File: src/rtl/my_countdown_timer.sv
// my_countdown_timer: BCD MM:SS countdown with preset load, start/pause, DONE level, BO pulse on 00:01->00:00 (in: CP CR LD D_MIN D_SEC START PAUSE; out: Q_MIN Q_SEC RUNNING DONE BO)
module my_countdown_timer #(
  parameter int TICK_DIV     = 100_000_000,
  parameter int MIN_TENS_MAX = 5
) (
  input  logic       CP,
  input  logic       CR,
  input  logic       LD,
  input  logic [7:0] D_MIN,
  input  logic [7:0] D_SEC,
  input  logic       START,
  input  logic       PAUSE,
  output logic [7:0] Q_MIN,
  output logic [7:0] Q_SEC,
  output logic       RUNNING,
  output logic       DONE,
  output logic       BO
);
  localparam int PW = $clog2(TICK_DIV);
  localparam logic [3:0] MT = 4'(MIN_TENS_MAX);
  typedef enum logic [1:0] {S_IDLE, S_RUN, S_PAUSED, S_DONE} state_t;
  state_t state;
  logic [PW-1:0] psc;
  logic tick, zero, last, b0, b1, b2;
  logic [7:0] dec_min, dec_sec, ld_min, ld_sec;
  always_comb begin
    tick = psc == PW'(TICK_DIV - 1);
    zero = {Q_MIN, Q_SEC} == 16'h0000;
    last = {Q_MIN, Q_SEC} == 16'h0001;
    b0 = Q_SEC[3:0] == 4'd0;
    b1 = b0 && Q_SEC[7:4] == 4'd0;
    b2 = b1 && Q_MIN[3:0] == 4'd0;
    dec_sec = {b0 ? (Q_SEC[7:4] == 4'd0 ? 4'd5 : Q_SEC[7:4] - 4'd1) : Q_SEC[7:4],
               b0 ? 4'd9 : Q_SEC[3:0] - 4'd1};
    dec_min = {b2 ? Q_MIN[7:4] - 4'd1 : Q_MIN[7:4],
               b1 ? (Q_MIN[3:0] == 4'd0 ? 4'd9 : Q_MIN[3:0] - 4'd1) : Q_MIN[3:0]};
    ld_sec = {D_SEC[7:4] > 4'd5 ? 4'd5 : D_SEC[7:4], D_SEC[3:0] > 4'd9 ? 4'd9 : D_SEC[3:0]};
    ld_min = {D_MIN[7:4] > MT ? MT : D_MIN[7:4], D_MIN[3:0] > 4'd9 ? 4'd9 : D_MIN[3:0]};
  end
  always_ff @(posedge CP) begin
    if (CR) begin
      state   <= S_IDLE;
      Q_MIN   <= 8'h00;
      Q_SEC   <= 8'h00;
      psc     <= '0;
      RUNNING <= 1'b0;
      DONE    <= 1'b0;
      BO      <= 1'b0;
    end else begin
      BO <= 1'b0;
      if (LD) begin
        state   <= S_IDLE;
        Q_MIN   <= ld_min;
        Q_SEC   <= ld_sec;
        psc     <= '0;
        RUNNING <= 1'b0;
        DONE    <= 1'b0;
      end else begin
        case (state)
          S_IDLE: if (START && !PAUSE && !zero) begin
            state   <= S_RUN;
            psc     <= '0;
            RUNNING <= 1'b1;
          end
          S_RUN: if (PAUSE) begin
            state   <= S_PAUSED;
            RUNNING <= 1'b0;
          end else begin
            psc <= tick ? '0 : psc + PW'(1);
            if (tick && !zero) begin
              Q_MIN <= dec_min;
              Q_SEC <= dec_sec;
            end
            if (tick && last) begin
              state   <= S_DONE;
              RUNNING <= 1'b0;
              DONE    <= 1'b1;
              BO      <= 1'b1;
            end
          end
          // prescaler keeps its held value so the resumed period is completed, not restarted
          S_PAUSED: if (START && !PAUSE) begin
            state   <= S_RUN;
            RUNNING <= 1'b1;
          end
          default: ;
        endcase
      end
    end
  end
endmodule

File: config.mk
export PLATFORM = sky130hd
export DESIGN_NAME = my_countdown_timer
export DESIGN_NICKNAME = d
export VERILOG_FILES = /design/src/rtl/my_countdown_timer.sv
export SDC_FILE = /design/constraint.sdc
export NUM_CORES = 1
export LEC_CHECK = 0
export BUFFER_PORTS_ARGS = -buffer_cell sky130_fd_sc_hd__buf_4
export CORE_ASPECT_RATIO = 1.4
export CORE_MARGIN = 1.5
export CORE_UTILIZATION = 45
export DETAILED_ROUTE_END_ITERATION = 10
export PLACE_DENSITY = 0.65
export SLEW_MARGIN = 40
export SYNTH_ARGS = -nofsm -noshare
export SYNTH_HDL_FRONTEND = slang
export SYNTH_SLANG_ARGS = --single-unit
File: constraint.sdc
create_clock -name CP -period 2.8 [get_ports CP]
set_input_delay 0.7 -clock CP [delete_from_list [all_inputs] [get_ports CP]]
set_output_delay 0.7 -clock CP [all_outputs]
set_load 0.01 [all_outputs]
After elaboration in Yosys (flattened, before gate mapping)
Cells that the tools add are included.
{"block": "op_classes", "addsub": 5, "n_lt_le_gt_ge": 4, "n_eq_ne": 9, "mux": 33, "bitwise": 2, "n_reduce_logical": 29}
{"op": "$mux W27", "n": 3}
{"op": "$mux W8", "n": 8}
{"op": "$pmux W27 S2", "n": 1}
{"op": "$mux W4", "n": 10}
{"op": "$add A27 B1 Y27 const B", "n": 1}
{"op": "$eq A27 B27 Y1 const B", "n": 1}
{"op": "$eq A16 B1 Y1 const B", "n": 1}
{"op": "$logic_not A16 Y1", "n": 1}
{"op": "$reduce_and A4 Y1", "n": 4}
{"op": "$sub A4 B1 Y4 const B", "n": 4}
{"op": "$logic_not A4 Y1", "n": 3}
{"op": "$reduce_bool A2 Y1", "n": 6}
{"op": "$reduce_and A3 Y1", "n": 3}
{"op": "$gt A4 B3 Y1 const B", "n": 2}
{"op": "$gt A4 B4 Y1 const B", "n": 2}
{"op": "$mux W2", "n": 4}
{"op": "$ne A2 B2 Y1 const B", "n": 4}
{"op": "$logic_and A1 B1 Y1", "n": 6}
{"op": "$pmux W2 S3", "n": 1}
{"op": "$mux W1", "n": 5}
{"op": "$reduce_or A4 Y1", "n": 1}
{"op": "$ne A3 B3 Y1 const B", "n": 1}
{"op": "$pmux W1 S3", "n": 1}
{"op": "$reduce_bool A3 Y1", "n": 1}
{"op": "6 further kinds", "n": 8}
{"block": "totals", "register_bits": 48, "input_bits": 21, "output_inout_bits": 19, "elab_cells": 91}

Depth between registers and ports, before layout
Gate-level depths: netlist of run 1.
{"block": "logic_depth", "depth_word": 8, "mapped_depth": 9, "mapped_depth_nobuf": 7}

Worst setup path after synthesis of run 1
Ideal clock, no wire load.
{"block": "synth_timing", "path_kind": "register -> register", "startpoint": "reg psc[0]", "endpoint": "reg Q_MIN[3]", "setup_ps": 122, "arrival_ps": 2263, "required_ps": 2678, "setup_slack_ps": 415, "path_stages_with_launch": 9, "path_buffers": 2, "period_less_slack_ps": 2385, "cell_sequence": "dfxtp_1 ha_1 nand3_2 or4b_1 buf_2 or2_0 clkbuf_2 or4_4 o311a_1"}
{"block": "synth_via", "elab_chain_len": 4}
{"element": "start, declared", "line": "23", "text": "logic [PW-1:0] psc;"}
{"element": "start signal, assigned", "line": "69", "text": "psc <= tick ? '0 : psc + PW'(1);"}
{"element": "$eq A27 B27 Y1", "line": "27", "text": "tick = psc == PW'(TICK_DIV - 1);"}
{"element": "$logic_and A1 B1 Y1", "line": "70", "text": "if (tick && !zero) begin"}
{"element": "$reduce_bool A2 Y1 (no line)"}
{"element": "$reduce_and A4 Y1 (no line)"}
{"element": "end signal, assigned", "line": "53", "text": "Q_MIN <= ld_min;"}
{"element": "end signal, assigned", "line": "71", "text": "Q_MIN <= dec_min;"}
{"element": "end, declared", "line": "13", "text": "output logic [7:0] Q_MIN,"}
Every way passes these cells.
A chain may end at the register's enable or synchronous reset.

Worst setup path in the final report of run 1
Same ends and word-level chain as after synthesis.

==> reports/results.ini, run 1 <==
[critical_path]
crit_required_ns=3.00
cp-end-kind=flip-flop
timing.rr.start=psc[0]
critical_path_arrival_ns=2.69
critPathLaunch=psc[0]
crit_path_max_fanout=8
worstSetupStartpointType=flip-flop
crit_type=reg -> reg

[place]
gp_congestion=0.8455
dp_hpwl_mm=5.039
dp_slack_ns=0.3272
port-buffer-count=39

[clocking]
clock_sinks=48
postCtsSetupRepairBufs=0
numCtsBuffers=5
tritoncts=built
clk_path_buf_depth=2
hold_buffers=0
clk_pin_slew_ns=0.09
post_cts_resized=0
root_buffer=clkbuf_8
h-tree-depth=2
clk_latency_ns=0.30

[logic_synthesis]
synth_nets=357
synth_common_cells=dfxtp_1 (48), a21oi_1 (31), nand2_1 (24)
yosysTopAreaCell=dfxtp_1
synth_area_leaders=dfxtp_1 (36%), a21oi_1 (5.9%), or3_1 (4.0%)
synth_top_area_share=0.3628
synth_edf_count=0
ys_ff_latch=48
yosysSeqAreaShare=0.3628
synth_ff_type=dfxtp_1
syn_inst=330
synthArstFlopShare=0
ys_warn_count=0
syn_area_per_cell_um2=8.027
synth_most_common_cell=dfxtp_1
synth_area_um2=2649
ys_types=58

[route]
drt_iter0_drc=128
vias=2668
wl_mm=6.736
first_pass_iters=4
antenna_left=0
viasPerCell=6.023
wl_per_cell_um=15.21
drc=0

[global_routing]
grt_max_degree=25
grtUsageTotal=0.2238
antenna_found_initial=0
grt_pass1_vias=2536
grt_pass1_wl_mm=11.13
globalRouteOverflowTotal=0

[floorplan]
rows=32
io_pins=40
fp.dieH_um=93.78
die-area_um2=6362
die_width_um=67.84
start_util=0.4725
coreArea_um2=5605

[power_and_ir_drop]
power.total_uw=1283
p_per_area_nw_per_um2=408.7
ir_drop_mv=0.2518
power.switching_uw=338.7
power.leakage_uw=0.001067
combPwrFrac=0.131
internal_power_uw=944.7
clkPwrFrac=0.311
switching_share=0.2639
seq_power_share=0.558

[sta]
layout_setup_ws_ns=0.3092
slew_headroom=0.5886
setup_viol=0
finClkSkew_ns=0.01230
setup_tns_ns=0
holdWs_ns=0.4524
finalHoldViolCount=0
post-route-period-util=0.8896
maxSlewViolCount=0
period_minus_slack_ns=2.491
worstMarginPinSlew_ns=0.6085
fmax_mhz=401.5
rsz0062_at_grt=false

[layout]
fin_nets=402
area_growth_pct=18.56
n_fill_cell=549
drive_gt1_frac=0.1813
antenna_cells=0

[run]
drv_cap=0

[min_path]
hold_class=reg -> reg
min_from=DONE

[outcome]
outcome=completed

-- path summary, 6_finish.rpt --
| kind | end | slack, ns | depth (start not counted) |
|---|---|---|---|
| worst max register to register | Q_MIN[3] | 0.31 | 6 |
| worst min register to register | DONE | 0.45 | 2 |
| worst max-delay path | Q_MIN[3] | 0.31 | 6 |
| worst min-delay path | DONE | 0.45 | 2 |
-- cell type report --
| cell class | count | area (um^2) | share of cell area |
|---|---|---|---|
| Inverter | 16 | 60.06 | 0.01912 |
| Clock buffer | 6 | 72.57 | 0.02311 |
| Multi-Input combinational cell | 253 | 1574 | 0.5012 |
| Tap cell | 68 | 85.08 | 0.02709 |
| Sequential cell | 48 | 960.9 | 0.3060 |
| Timing Repair Buffer | 51 | 382.9 | 0.1219 |
| Clock inverter | 1 | 5.005 | 0.001594 |
-- state kept, by name (all words and copies together), names as in the netlist --
signal   cells
RUNNING      1
DONE         1
state        2
Q_SEC        8
BO           1
psc         27
Q_MIN        8
-- power by group through the flow --
stage	combinational [uW]	sequential, uW	clock, uW
floorplan	87.3	733	0
global placement	166	732	0
detailed placement	167	732	0
CTS	168	716	415
global route	187	718	435
finish	168	716	400
-- cell usage in the layout (no fill, tap or decap), types with 4 or more instances in the layout --
master     n
or2_2      5
o21ai_0   21
nand4_1   10
or4_1     10
ha_1       6
nor2_1    17
nor3_1    10
or3_1     17
clkbuf_8   5
dfxtp_1   48
nand3_1   14
and3_1     4
a211oi_1   5
buf_4     51
a31oi_1    4
o31ai_1    8
inv_1     16
a21oi_1   31
nor4_1     9
nand2_1   24
-- worst max-delay path, cell delays in order, from the launching register on --
cell and delay (ns):
dfxtp_1 0.41, ha_1 0.23, nand3_2 0.09, or4b_1 0.57, or2_0 0.39, or4_4 0.57
o311a_1 0.13
-- per-layer routing --
metal | GRT usage | routed length [um] | vias up | share of wire
met2 | 0.4289 | 3600 | 44 | 0.53
met1 | 0.2375 | 2792 | 1266 | 0.41
met5 | 0 | 0 | - | 0
met3 | 0.03597 | 234 | 9 | 0.035
met4 | 0.07500 | 109 | 0 | 0.016
li1 | - | - | 1349 | -
-- through the flow --
step | cell area, um^2 | cells | util
CTS | 3141 | 443 | 0.5603
global placement | 3063 | 436 | 0.5464
floorplan | 2649 | 330 | -
detailed placement | 3063 | 436 | 0.5464
finish | 3141 | 443 | 0.5603
global route | 3141 | 443 | 0.5603
-- cells by family (layout without fill, tap and decap cells) --
kind of cell	Yosys count	in the layout	share of synthesized area
fa+ha+maj	6	6	0.02834
xor+xnor	3	3	0.009922
compound gates	96	96	0.2300
buf+inv	29	74	0.04298
flops	48	48	0.3628
simple gates	147	147	0.3222
mux	1	1	0.003779
Note: power is estimated with default switching activity, not from simulation.
==> inputs of run 2 (changes only) <==
--- a/config.mk
+++ b/config.mk
@@ -11,6 +11,7 @@
 export CORE_UTILIZATION = 45
 export DETAILED_ROUTE_END_ITERATION = 10
 export PLACE_DENSITY = 0.65
+export RECOVER_POWER = 100
 export SLEW_MARGIN = 40
 export SYNTH_ARGS = -nofsm -noshare
 export SYNTH_HDL_FRONTEND = slang
==> run 2 against run 1 <==
Worst setup slack improved by 0.0035 ns. Clock skew about the same. Routed wire length grew 0.53%. Count of clock-buffer cells in the layout unchanged. Power shrank 0.88%. Sequential power is essentially flat.
==> reports/results.ini, run 2 (synthesis gave the netlist of run 1 again) <==
[sta]
rsz0062_at_grt=false
maxSlewViolCount=0
finalHoldViolCount=0
worstMarginPinSlew_ns=0.6250
period_minus_slack_ns=2.487
setup_viol=0
setup_tns_ns=0
slew_headroom=0.5775
finClkSkew_ns=0.01236
holdWs_ns=0.4508
post-route-period-util=0.8883
fmax_mhz=402.0

[outcome]
outcome=completed

[clocking]
post_cts_resized=0
clock_sinks=48
clk_latency_ns=0.30
tritoncts=built
root_buffer=clkbuf_8
numCtsBuffers=5
clk_path_buf_depth=2
postCtsSetupRepairBufs=0
clk_pin_slew_ns=0.09
h-tree-depth=2
hold_buffers=0

[global_routing]
globalRouteOverflowTotal=0
grt_max_degree=25
grt_pass1_vias=2536
antenna_found_initial=0
grtUsageTotal=0.2238
grt_pass1_wl_mm=11.13

[floorplan]
io_pins=40
die-area_um2=6362
coreArea_um2=5605
fp.dieH_um=93.78
die_width_um=67.84
rows=32
start_util=0.4725

[layout]
instances_no_fill=443
drive_gt1_frac=0.1147
multi_input_area_um2=1559
regArea_um2=960.9
mostFrequentLayoutCell=dfxtp_1
area_growth_pct=14.69
layout_common_cells=dfxtp_1 (48), a21oi_1 (31), buf_4 (27)
largest_reg_flops=27
top_register=psc
top_regs=psc: 27 flops, Q_MIN: 8 flops, Q_SEC: 8 flops
fin_nets=402
n_fill_cell=572
antenna_cells=0

[place]
gp_congestion=0.8455
dp_cells=436
port-buffer-count=39
dp_hpwl_mm=5.039

[power_and_ir_drop]
ir_drop_mv=0.2517
p_per_area_nw_per_um2=418.8
power.leakage_uw=0.0009737
power.total_uw=1272

[route]
drc=0
wl_per_cell_um=15.29
drt_iter0_drc=108
viasPerCell=6.074
antenna_left=0
first_pass_iters=4
wl_mm=6.772
vias=2691

[critical_path]
worstSetupStartpointType=flip-flop
cp-end-kind=flip-flop
crit_required_ns=3.00
crit_type=reg -> reg
critical_path_arrival_ns=2.69
crit_path_max_fanout=8

[run]
drv_cap=0

[min_path]
hold_class=reg -> reg

run 2: metrics by stage:
step	setup WS, ns	utilization	instance area, um^2
4_1_cts	0.3052	0.5603	3141
5_1_grt	0.1177	0.5420	3038
3_3_place_gp	0.3949	0.5464	3063
3_5_place_dp	0.3272	0.5464	3063
6_report	0.3127	0.5420	3038
2_1_floorplan	0.4154	-	2649
run 2: final timing paths:
| check | from | end | slack, ns | cells after the start |
|---|---|---|---|---|
| hold reg to reg | DONE | DONE | 0.45 | 2 |
| setup reg to reg | psc[0] | Q_MIN[3] | 0.31 | 6 |
| hold / removal | DONE | DONE | 0.45 | 2 |
| setup / recovery | psc[0] | Q_MIN[3] | 0.31 | 6 |
run 2: final cells by class:
type	count	area share
clock inverters	1	0.001647
inverters	16	0.01977
well taps	68	0.02801
repair buffers	51	0.09720
flip-flops and latches	48	0.3163
clock buffers	6	0.02389
multi-input cells	253	0.5132
run 2: power breakdown:
part	internal [uW]	leakage (uW)	switching [uW]
Sequential	696	0.000390	19.1
Combinational	67.4	0.000543	89.6
Clock	170	0.0000410	229
Total	934	0.000974	338
run 2: routing by layer:
metal,wire [um],vias up,track usage,share of wire
li1,-,1350,-,-
met1,2751,1275,0.2375,0.41
met2,3607,57,0.4289,0.53
met3,303,9,0.03597,0.045
met4,110,0,0.07500,0.016
met5,0,-,0,0
run 2: critical path, cell delays in order (launching register included):
cell and delay, ns:
dfxtp_1 0.41, ha_1 0.21, nand3_1 0.10, or4b_1 0.56
or2_0 0.38, or4_1 0.58, o311a_1 0.14
